File: src/rtl/irrigation_actuator_pkg.sv
// Shared encodings for the irrigation controller and its actuator stage.
package irrigation_actuator_pkg;

   localparam logic [1:0] MODE_IDLE = 2'b00;
   localparam logic [1:0] MODE_SPR  = 2'b01;
   localparam logic [1:0] MODE_DRIP = 2'b10;
   localparam logic [1:0] MODE_FILL = 2'b11;

   typedef enum logic [1:0] {
      ST_OFF   = 2'b00,
      ST_DEAD  = 2'b01,
      ST_ON    = 2'b10,
      ST_FAULT = 2'b11
   } fsm_e;

endpackage

File: src/rtl/irrigation_actuator_tick_counter.sv
// Enabled, synchronously clearable up-counter that holds at all-ones.
module tick_counter #(
   parameter int W = 8
) (
   input  logic         clk,
   input  logic         initialize,
   input  logic         clr,
   input  logic         en,
   output logic [W-1:0] count
);

   always_ff @(posedge clk) begin
      if (initialize)
         count <= '0;
      else if (clr)
         count <= '0;
      else if (en && (count != '1))
         count <= count + 1'b1;
   end

endmodule

File: src/rtl/irrigation_actuator.sv
// Pump/valve driver with break-before-make dead time, on-time watchdog and mode-change count.
//   state    | meaning
//   ST_OFF   | idle, all actuators off
//   ST_DEAD  | dead time between modes, all actuators off
//   ST_ON    | actuators follow cmd_q, run-time watchdog active
//   ST_FAULT | watchdog tripped, everything off until initialize
module irrigation_actuator
   import irrigation_actuator_pkg::*;
#(
   parameter int DEAD_TICKS   = 2,
   parameter int MAX_ON_TICKS = 60,
   parameter int CNT_W        = 8
) (
   input  logic             clk,
   input  logic             initialize,
   input  logic [1:0]       state,
   input  logic             transition,
   input  logic             tick,
   output logic             pump_en,
   output logic             valve_spr,
   output logic             valve_drip,
   output logic             valve_fill,
   output logic [CNT_W-1:0] run_ticks,
   output logic [7:0]       sw_count,
   output logic             fault
);

   localparam logic [8:0]     DEAD_LAST = 9'(DEAD_TICKS);
   localparam logic [CNT_W:0] RUN_LAST  = (CNT_W+1)'(MAX_ON_TICKS);

   fsm_e       state_q, state_d;
   logic [1:0] cmd_q;
   logic [7:0] dead_cnt;
   logic       dead_clr, dead_en, run_clr, run_en, cmd_load;
   logic       dead_done, wd_trip, on_q;

   assign dead_done = tick && (({1'b0, dead_cnt} + 9'd1) == DEAD_LAST);
   assign wd_trip   = tick && (({1'b0, run_ticks} + 1'b1) == RUN_LAST);
   assign dead_en   = tick && (state_q == ST_DEAD);
   assign run_en    = tick && (state_q == ST_ON);
   assign on_q      = (state_q == ST_ON);

   always_comb begin
      state_d  = state_q;
      dead_clr = 1'b0;
      run_clr  = 1'b0;
      cmd_load = 1'b0;
      case (state_q)
         ST_OFF: begin
            if (transition || ((state != MODE_IDLE) && (cmd_q == MODE_IDLE))) begin
               state_d  = ST_DEAD;
               dead_clr = 1'b1;
            end
         end
         ST_DEAD: begin
            // a fresh transition restarts the dead time even on a completing tick
            if (transition) begin
               dead_clr = 1'b1;
            end else if (dead_done) begin
               cmd_load = 1'b1;
               if (state != MODE_IDLE) begin
                  state_d = ST_ON;
                  run_clr = 1'b1;
               end else begin
                  state_d = ST_OFF;
               end
            end
         end
         ST_ON: begin
            if (transition || (state != cmd_q)) begin
               state_d  = ST_DEAD;
               dead_clr = 1'b1;
            end else if (wd_trip) begin
               state_d = ST_FAULT;
            end
         end
         ST_FAULT: state_d = ST_FAULT;
         default:  state_d = ST_OFF;
      endcase
   end

   always_ff @(posedge clk) begin
      if (initialize) begin
         state_q    <= ST_OFF;
         cmd_q      <= MODE_IDLE;
         sw_count   <= 8'd0;
         pump_en    <= 1'b0;
         valve_spr  <= 1'b0;
         valve_drip <= 1'b0;
         valve_fill <= 1'b0;
         fault      <= 1'b0;
      end else begin
         state_q <= state_d;
         if (cmd_load)
            cmd_q <= state;
         if (transition && (sw_count != 8'hFF))
            sw_count <= sw_count + 8'd1;
         pump_en    <= on_q && ((cmd_q == MODE_SPR) || (cmd_q == MODE_DRIP));
         valve_spr  <= on_q && (cmd_q == MODE_SPR);
         valve_drip <= on_q && (cmd_q == MODE_DRIP);
         valve_fill <= on_q && (cmd_q == MODE_FILL);
         fault      <= (state_q == ST_FAULT);
      end
   end

   tick_counter #(.W(8)) u_dead_cnt (
      .clk        (clk),
      .initialize (initialize),
      .clr        (dead_clr),
      .en         (dead_en),
      .count      (dead_cnt)
   );

   tick_counter #(.W(CNT_W)) u_run_cnt (
      .clk        (clk),
      .initialize (initialize),
      .clr        (run_clr),
      .en         (run_en),
      .count      (run_ticks)
   );

endmodule
File: config.mk
export PLATFORM = sky130hd
export DESIGN_NAME = irrigation_actuator
export DESIGN_NICKNAME = d
export VERILOG_FILES = /design/src/rtl/irrigation_actuator_pkg.sv /design/src/rtl/irrigation_actuator_tick_counter.sv /design/src/rtl/irrigation_actuator.sv
export SDC_FILE = /design/constraint.sdc
export NUM_CORES = 1
export LEC_CHECK = 0
export ABC_AREA = 1
export ABC_CLOCK_PERIOD_IN_PS = 1450
export BUFFER_PORTS_ARGS = -buffer_cell sky130_fd_sc_hd__buf_2
export CAP_MARGIN = 20
export CORE_MARGIN = 1
export CORE_UTILIZATION = 50
export CTS_CLUSTER_SIZE = 8
export DETAILED_ROUTE_END_ITERATION = 7
export HOLD_SLACK_MARGIN = 0.15
export PLACE_DENSITY = 0.74
export SKIP_LAST_GASP = 1
export SYNTH_ARGS = -nofsm -noshare
export SYNTH_HDL_FRONTEND = slang
export SYNTH_HIERARCHICAL = 1
export SYNTH_SLANG_ARGS = --single-unit
File: constraint.sdc
create_clock -name clk -period 1.45 [get_ports clk]
set_clock_uncertainty 0.05 [all_clocks]
set_input_delay 0.29 -clock clk [delete_from_list [all_inputs] [get_ports clk]]
set_output_delay 0.29 -clock clk [all_outputs]
set_load 0.05 [all_outputs]
Yosys cells after proc, flatten, opt, wreduce, memory -nomap -nowiden
Cells that the tools add are included.
{"block": "totals", "regBits": 33, "latch_bits": 0, "mem_bits_rw": 0, "romBits": 0, "inputBits": 6, "out_inout_bits": 21, "elab_cells": 70, "n_memories": 0}
{"block": "op_classes", "n_addsub": 5, "multipliers": 0, "div_mod_pow": 0, "n_lt_le_gt_ge": 0, "n_eq_ne": 16, "shifts": 0, "mux": 18, "bitwise": 0, "reduce_logical": 21}
{"cell": "$add 8x1->8 const B", "count": 3}
{"cell": "$ne 8x8->1 const B", "count": 3}
{"cell": "$add 8x1->9 const B", "count": 2}
{"cell": "$logic_and 1x1->1", "count": 12}
{"cell": "$mux 2", "count": 6}
{"cell": "$mux 1", "count": 10}
{"cell": "$eq 9x2->1 const B", "count": 1}
{"cell": "$eq 9x6->1 const B", "count": 1}
{"cell": "$eq 2x2->1 const B", "count": 4}
{"cell": "$pmux 2 s4", "count": 1}
{"cell": "$ne 2x2->1 const B", "count": 3}
{"cell": "$eq 2x1->1 const B", "count": 2}
{"cell": "$logic_not 2->1", "count": 2}
{"cell": "$reduce_and 4->1", "count": 1}
{"cell": "$reduce_or 2->1", "count": 2}
{"cell": "$logic_or 1x1->1", "count": 3}
{"cell": "$ne 3x2->1 const B", "count": 1}
{"cell": "$pmux 1 s3", "count": 1}
{"cell": "$ne 2x2->1", "count": 1}
{"cell": "$reduce_bool 2->1", "count": 1}

Depth between registers and ports, before layout
Gate-level depths: netlist (run 1).
{"block": "depth", "word_depth": 7, "mapped_depth": 10}

Cells and area by module
Netlist (run 1), hierarchy kept.
{"mod": "irrigation_actuator", "n_inst": 1, "cells_per_inst": 156, "area_each_um2": 1026.0, "seq_area_each_um2": 340.3}
{"mod": "tick_counter", "n_inst": 2, "cells_per_inst": 73, "area_each_um2": 460.4, "seq_area_each_um2": 160.2}

Worst setup path after synthesis (run 1)
Ideal clock, no wire load.
{"block": "synth_timing", "path_kind": "register -> register", "from": "register sw_count[1]", "to": "register sw_count[5]", "setup_time_ps": 112, "arrival_time_ps": 1501, "required_time_ps": 1288, "setup_slack_ps": -213, "stages_incl_launch_ff": 9, "synth_period_minus_slack_ps": 1663, "cell_sequence": "dfxtp_1 ha_1 inv_1 nor2_2 nand2_2 nand2_4 o21ai_0 nand2_1 nor2_1"}
{"block": "synth_via", "elab_chain_cells": 2, "elab_cells_between_ends": 3}
{"item": "start: declaration", "line": "irrigation_actuator.sv:24", "text": "output logic [7:0] sw_count,"}
{"item": "start signal: assignment", "line": "irrigation_actuator.sv:97", "text": "sw_count <= sw_count + 8'd1;"}
{"item": "branches (longest 2 deep; another with $add 8x1->8)"}
Several ways; the timed one is not identified.
A chain may end at the register's enable or synchronous reset.

Worst setup path after layout (run 1)
{"block": "layout_timing", "from": "register state_q[1]", "to": "register u_run_cnt.count[4]"}
{"block": "layout_via", "elab_chain_cells": 3, "elab_cells_between_ends": 6}
{"item": "start: declaration", "line": "irrigation_actuator.sv:31", "text": "fsm_e state_q, state_d;"}
{"item": "start signal: assignment", "line": "irrigation_actuator.sv:93", "text": "state_q <= state_d;"}
{"item": "$eq 2x2->1", "line": "irrigation_actuator.sv:40", "text": "assign run_en = tick && (state_q == ST_ON);"}
{"item": "$logic_and 1x1->1", "line": "irrigation_actuator.sv:40"}
{"item": "via run_en", "line": "irrigation_actuator.sv:34", "text": "logic dead_clr, dead_en, run_clr, run_en, cmd_load;"}
{"item": "$logic_and 1x1->1", "line": "irrigation_actuator_tick_counter.sv:17", "text": "else if (en && (count != '1))"}
{"item": "end signal: assignment", "line": "irrigation_actuator_tick_counter.sv:18", "text": "count <= count + 1'b1;"}
{"item": "end: declaration", "line": "irrigation_actuator_tick_counter.sv:9", "text": "output logic [W-1:0] count"}
The timed path passes the listed nets, and every way through them passes these cells.

==> out/results.tsv, run 1 <==
metric	value	unit
relSlewSlack	76.4	%
fmax	717	MHz
multi_input_area	1210	um2
worstMarginPinSlew	0.351	ns
grt_pass1_wl	7.40	mm
fin_crit	1.39	ns
synth_area_per_cell	6.45	um2
yosys.area.top_type	dfxtp_1	
drive_above_1_share	31.9	%
crit_path_end_kind	flip-flop	
overflow	0	
yosys_warnings	6	
status	completed	
antenna_cells	0	
die-area	4150	um2
place.gp.congestion	0.835	
totalWireLength	4.57	mm
yosysUniqueCellTypes	28	
vias_per_cell	4.89	
p_per_area	758	nW/um2
cts_buffer_depth	2	
drt-pass1-iter-count	4	
cpLargestDelayFamily	simple AND/OR/NAND/NOR gates	
syn-cell-area	1950	um2
antenna_found_initial	0	
htreeDepth	2	
cts.clk_slew.worst_paths	0.07	ns
critPathLaunchType	flip-flop	
arrival	1.52	ns
timing.final.ws_setup	0.0558	ns
synthAdderAreaFrac	4.50	%
rows	22	
power	0.00194	W
io_buffers	26	
ys_ff_latch	33	
crit_type	flip-flop to flip-flop	
leakagePower	1.16	nW
setup_violations	0	
rsz0062_at_grt	true	
yosysSeqAreaShare	33.9	%
synth_top_area_share	33.9	%
nNetsFinal	376	
hold_start	initialize	
vias	2014	
synth_top_family_by_area	simple AND/OR/NAND/NOR gates	
peakVddDrop	0.835	mV
crit_buf_inv	3	
finalInstanceArea	2560	um2
synth_mux_area_share	0	%
max-cap-violations	0	
syn2layout_area_growth	31.6	%
slowest_delay	0.37	ns
r2r_start	state_q[1]$_SDFFE_PP0P_	
insertion_delay	0.29	ns
cts_sinks	33	
post_synth_and_or_nand_nor_area_fraction	42.1	%
numCtsBuffers	5	
root_buffer	clkbuf_8	
wl_per_cell	11.1	um
cp_slowest_cell	dfxtp_4	
syn_inst	302	
hpwlAfterDp	3.14	mm
seqCellArea	684	um2
crit_path_start	state_q[1]$_SDFFE_PP0P_	
ios	27	
hold_class	input pin to flip-flop	
track_usage	22.6	%
drt_iter0_drc	122	
period_share	96.1	%
ys_top_cells_by_area	dfxtp_1, nand2_1, nor2_1	
final_core_util	69.5	%
hold_viol	0	
syn_nets	315	
fp.dieW	64.4	um
cts_hold_buf	0	
die_h	64.4	um
synthXorXnorAreaFrac	1.35	%
core_area	3690	um2
dp_slack	-0.0437	ns
crit_chain	inv_2 -> nor2_4 -> inv_2 -> nor2_2 -> buf_6 -> nand2_1 -> nor2_2 -> nand3_1 -> nand2_1 -> nor2_1	
drcViolationCount	0	
grt_pass1_vias	1800	
final-max-slew-violation-count	0	
synth_compound_area_share	8.87	%
path_max_fanout	4	
dpl_cell_area	2310	um2
grt_max_degree	13	
nFillCells	309	
detail-route-antenna-nets	0	
tritoncts	done	
initial_core_util	52.8	%
crit_required	1.58	ns
-- per-layer routing --
metal	part of all wire, %	up-vias	routed length, um	track usage [%]
met5	0	-	0	0
met4	1.7	0	78	7.78
met3	4.0	10	182	4.82
met2	47	42	2150	38.7
met1	47	890	2160	27.6
li1	-	1072	-	-
-- cell type report --
cell class / instances / area share, %
multi-input cells: 224 / 47.1
flip-flops and latches: 33 / 26.7
repair buffers: 56 / 14.2
inverters: 43 / 6.30
clock buffers: 5 / 2.69
well taps: 48 / 2.34
clock inverters: 3 / 0.684
-- final timing paths --
path | end | slack, ns | depth (start not counted)
max | u_run_cnt/count[4]$_SDFFE_PP0P_ | 0.06 | 10
min | sw_count[6]$_SDFFE_PP0P_ | 0.28 | 2
max reg2reg | u_run_cnt/count[4]$_SDFFE_PP0P_ | 0.06 | 10
min reg2reg | sw_count[7]$_SDFFE_PP0P_ | 0.44 | 2
-- cells in the final DEF (no fill, tap or decap), types with 2 or more instances in the layout --
master	netlist	routed
nand2_1	84	84
nor2_1	48	39
inv_1	37	35
buf_4	0	28
buf_2	0	26
nand3_1	23	23
a21oi_1	22	21
dfxtp_1	33	18
dfxtp_2	0	13
inv_2	6	8
nor2_4	2	8
nor2_2	4	7
o21ai_0	8	7
ha_1	7	6
clkbuf_8	0	5
nand2_2	3	4
nor3_1	3	3
nand4_1	3	3
xor2_1	3	3
or2_0	2	2
clkinv_2	0	2
dfxtp_4	0	2
nand3_4	2	2
buf_6	1	2
-- cells by family (layout without fill, tap and decap cells) --
kind of cell	after synthesis	in the layout
fa+ha+maj	7	7
buf+inv	46	107
xor+xnor	3	3
flops	33	33
compound gates	33	33
simple gates	180	181
-- worst reg2reg max path, stage by stage (launching register included) --
cell,delay [ns]
dfxtp_4,0.37
inv_2,0.05
nor2_4,0.12
inv_2,0.06
nor2_2,0.13
buf_6,0.12
nand2_1,0.06
nor2_2,0.13
nand3_1,0.09
nand2_1,0.07
nor2_1,0.04
-- registers in the layout (all words and copies together), names as in the netlist --
signal	flops
valve_drip	1
fault	1
sw_count	8
cmd_q	2
valve_spr	1
state_q	2
u_dead_cnt/count	8
u_run_cnt/count	8
valve_fill	1
pump_en	1
-- cells in the mapped netlist (all sizes together) --
library cell	n
o21ai	9
inv	43
a21oi	23
nand4	4
nor4	1
xor2	3
nand2	88
clkbuf	2
nor2	54
buf	1
nand3	25
dfxtp	33
ha	7
nor3	4
or2	2
nand3b	1
o221ai	1
nor3b	1
-- report_power, final --
part	switching [W]	internal, W	leakage [nW]	total, W
clock	0.000352	0.000331	0.0439	0.000683
combinational	0.000191	0.000116	0.839	0.000307
sequential	0.0000237	0.000928	0.274	0.000951
total	0.000567	0.00138	1.16	0.00194
-- what timing repair did --
action,CTS,global route
resized for setup,3,28
setup endpoints to repair,9,26
pin swaps,1,11
setup buffers,2,5
cloned,0,1
-- metrics by stage --
stage | TNS (ns) | hold slack, ns | cells
floorplan | -0.0143 | 0.417 | 302
global placement | -0.0214 | 0.426 | 396
detailed placement | -0.151 | 0.432 | 396
CTS | 0 | 0.258 | 406
global route | -0.0880 | 0.286 | 412
finish | 0 | 0.278 | 412
No activity file was read; power rests on OpenSTA's default activity.
==> run 2: changes to the inputs <==
ABC_AREA = 0   (was 1)
==> run 2 against run 1 <==
  * The run now ends with setup timing left
  * Largest power group unchanged
  * Sequential power fell by 3.3%
  * Core utilization rose by 6.9 points
  * Largest cell class unchanged
  * Worst hold slack got worse by 0.058 ns
  * Clock power fell by 21%
  * Flip-flop and latch count did not move
  * Non-clock buffer count rose by 12
  * First-iteration DRC count fell by 35%
==> out/results.tsv, run 2 <==
metric	value	unit
status	finished, violations left	
violations	setup timing	
drt_iter0_drc	79	
numCtsBuffers	5	
power	0.00166	W
post_synth_and_or_nand_nor_area_fraction	31.5	%
die_h	61.7	um
antenna_cells	0	
antenna_found_initial	0	
insertion_delay	0.33	ns
yosysMostFrequentCell	dfxtp_1	
ios	27	
path_max_fanout	7	
vias_per_cell	5.44	
wl_per_cell	14.1	um
initial_core_util	53.0	%
syn_nets	206	
drive_above_1_share	52.3	%
final_cell_mix	buf_4, buf_2, dfxtp_2	
p_sw_share	25.5	%
nNetsFinal	276	
relSlewSlack	60.9	%
overflow	0	
finalHoldWorstSlack	0.220	ns
hold_class	input pin to flip-flop	
crit_required	1.63	ns
io_buffers	26	
final-max-slew-violation-count	0	
track_usage	25.0	%
grt_pass1_wl	6.86	mm
synth_area_per_cell	9.24	um2
async_reset_ff_share	0	%
dp_slack	-0.258	ns
hpwlAfterDp	2.91	mm
p_int	0.00123	W
worstMarginPinSlew	0.586	ns
top_regs	sw_count x8, u_dead_cnt/count x8, u_run_cnt/count x8	
totalWireLength	4.37	mm
htreeDepth	2	
grt_max_degree	26	
max-cap-violations	0	
cts_sinks	33	
arrival	1.94	ns
yosys.area.top_type	dfxtp_1	
synth_mux_area_share	7.37	%
peakVddDrop	0.591	mV
crit_path_end_kind	flip-flop	
root_buffer	clkbuf_4	
synthXorXnorAreaFrac	2.46	%
syn-cell-area	1780	um2
syn_inst	193	
leakagePower	1.11	nW
ys_top_cells_by_area	dfxtp_1, mux2i_1, ha_1	
place.gp.congestion	0.844	
timing.final.ws_setup	-0.307	ns
yosysSeqAreaShare	37.1	%
period_share	121	%
tns	-3.37	ns
setup_violations	19	
ys_ff_latch	33	
fmax	569	MHz
synth_top_area_share	37.1	%
seqPwrFrac	55.6	%
core_area	3360	um2
crit_type	flip-flop to flip-flop	
synth-edff-count	0	
yosysUniqueCellTypes	40	
die-area	3810	um2
rsz0062_at_grt	true	
grt_pass1_vias	1586	
cts_buffer_depth	2	
comb_power_share	11.8	%
fin_crit	1.76	ns
yosys-top-cells-count	dfxtp_1, nand2_1, nor2_1	
cts.clk_slew.worst_paths	0.10	ns
p_per_area	644	nW/um2
drt-pass1-iter-count	4	
rows	21	
synth_top_family_by_area	simple AND/OR/NAND/NOR gates	
drcViolationCount	0	
final_common_cell	buf_4	
cts_hold_buf	0	
yosys_warnings	6	
synth_compound_area_share	13.9	%
power.share.clock	32.6	%
synth_top_flop_cell	dfxtp_1	
hold_viol	0	
synthAdderAreaFrac	4.91	%
p_sw	0.000422	W
vias	1685	
syn2layout_area_growth	44.1	%
critPathLaunchType	flip-flop	
fp.dieW	61.7	um
tritoncts	done	
detail-route-antenna-nets	0	
run 2: cell types whose count changed after synthesis, sizes merged, moves of 4 or more:
| cell | change |
|---|---|
| and3 | +9 |
| a21oi | -12 |
| a21boi | +6 |
| and4 | +5 |
| mux2i | +12 |
| or3 | +7 |
| inv | -37 |
| and2 | +5 |
| nand4 | +4 |
| nand3 | -20 |
| nor2 | -40 |
| nand2 | -72 |
| a31oi | +4 |
run 2: path summary, 6_finish.rpt:
check,to,slack (ns),cells after the start,startpoint
hold / removal,state_q[0]$_SDFFE_PP0P_,0.22,3,tick
setup / recovery,u_run_cnt/count[7]$_SDFFE_PP0P_,-0.31,6,u_dead_cnt/count[2]$_SDFFE_PP0P_
hold reg to reg,u_run_cnt/count[1]$_SDFFE_PP0P_,0.45,2,u_run_cnt/count[1]$_SDFFE_PP0P_
setup reg to reg,u_run_cnt/count[7]$_SDFFE_PP0P_,-0.31,6,u_dead_cnt/count[2]$_SDFFE_PP0P_
run 2: logic make-up (layout without fill, tap and decap cells):
group / count (synthesis) / in the layout
simple gates: 91 / 91
compound gates: 33 / 33
flops: 33 / 33
mux: 13 / 13
buf+inv: 11 / 82
fa+ha+maj: 7 / 7
xor+xnor: 5 / 5
run 2: critical path: stages, from the launching register on:
cell and delay, ns:
dfxtp_2 0.35, nor4b_4 0.37, nand2_2 0.12, nor4b_4 0.32
buf_4 0.18, nor2_4 0.05, and3b_1 0.20
run 2: layout make-up:
cell class | count | area [um2]
clock buffer | 8 | 58.8
fill | 246 | 793
inverter | 6 | 25.0
multi-input combinational | 149 | 1250
sequential | 33 | 707
tap | 46 | 57.6
timing repair buffer | 68 | 468
run 2: routing by layer:
metal	up-vias	global-route usage [%]	wire, um
li1	857	-	-
met1	785	29.5	1940
met2	32	42.9	2180
met3	11	4.97	136
met4	0	13.0	110
met5	-	0	0
run 2: per-stage QoR:
stage	util [%]	cell area, um2	cells
5_1_grt	76.4	2570	310
6_report	76.4	2570	310
2_1_floorplan	-	1910	193
3_5_place_dp	68.2	2290	289
3_3_place_gp	68.2	2290	289
4_1_cts	73.5	2470	304
run 2: power by group through the flow:
stage	Combinational [W]	Sequential, W	Clock (W)
2_1_floorplan	0.0000723	0.000965	0
3_3_place_gp	0.000162	0.000942	0
3_5_place_dp	0.000166	0.000943	0
4_1_cts	0.000181	0.000920	0.000554
5_1_grt	0.000209	0.000922	0.000592
6_report	0.000196	0.000920	0.000540
run 2: repair_timing:
action                                  CTS  global route
pin swaps                                12            13
endpoints found under the hold margin     0             0
setup buffers                             7             7
resized for setup                        19            15
endpoints found under the setup margin   18            27
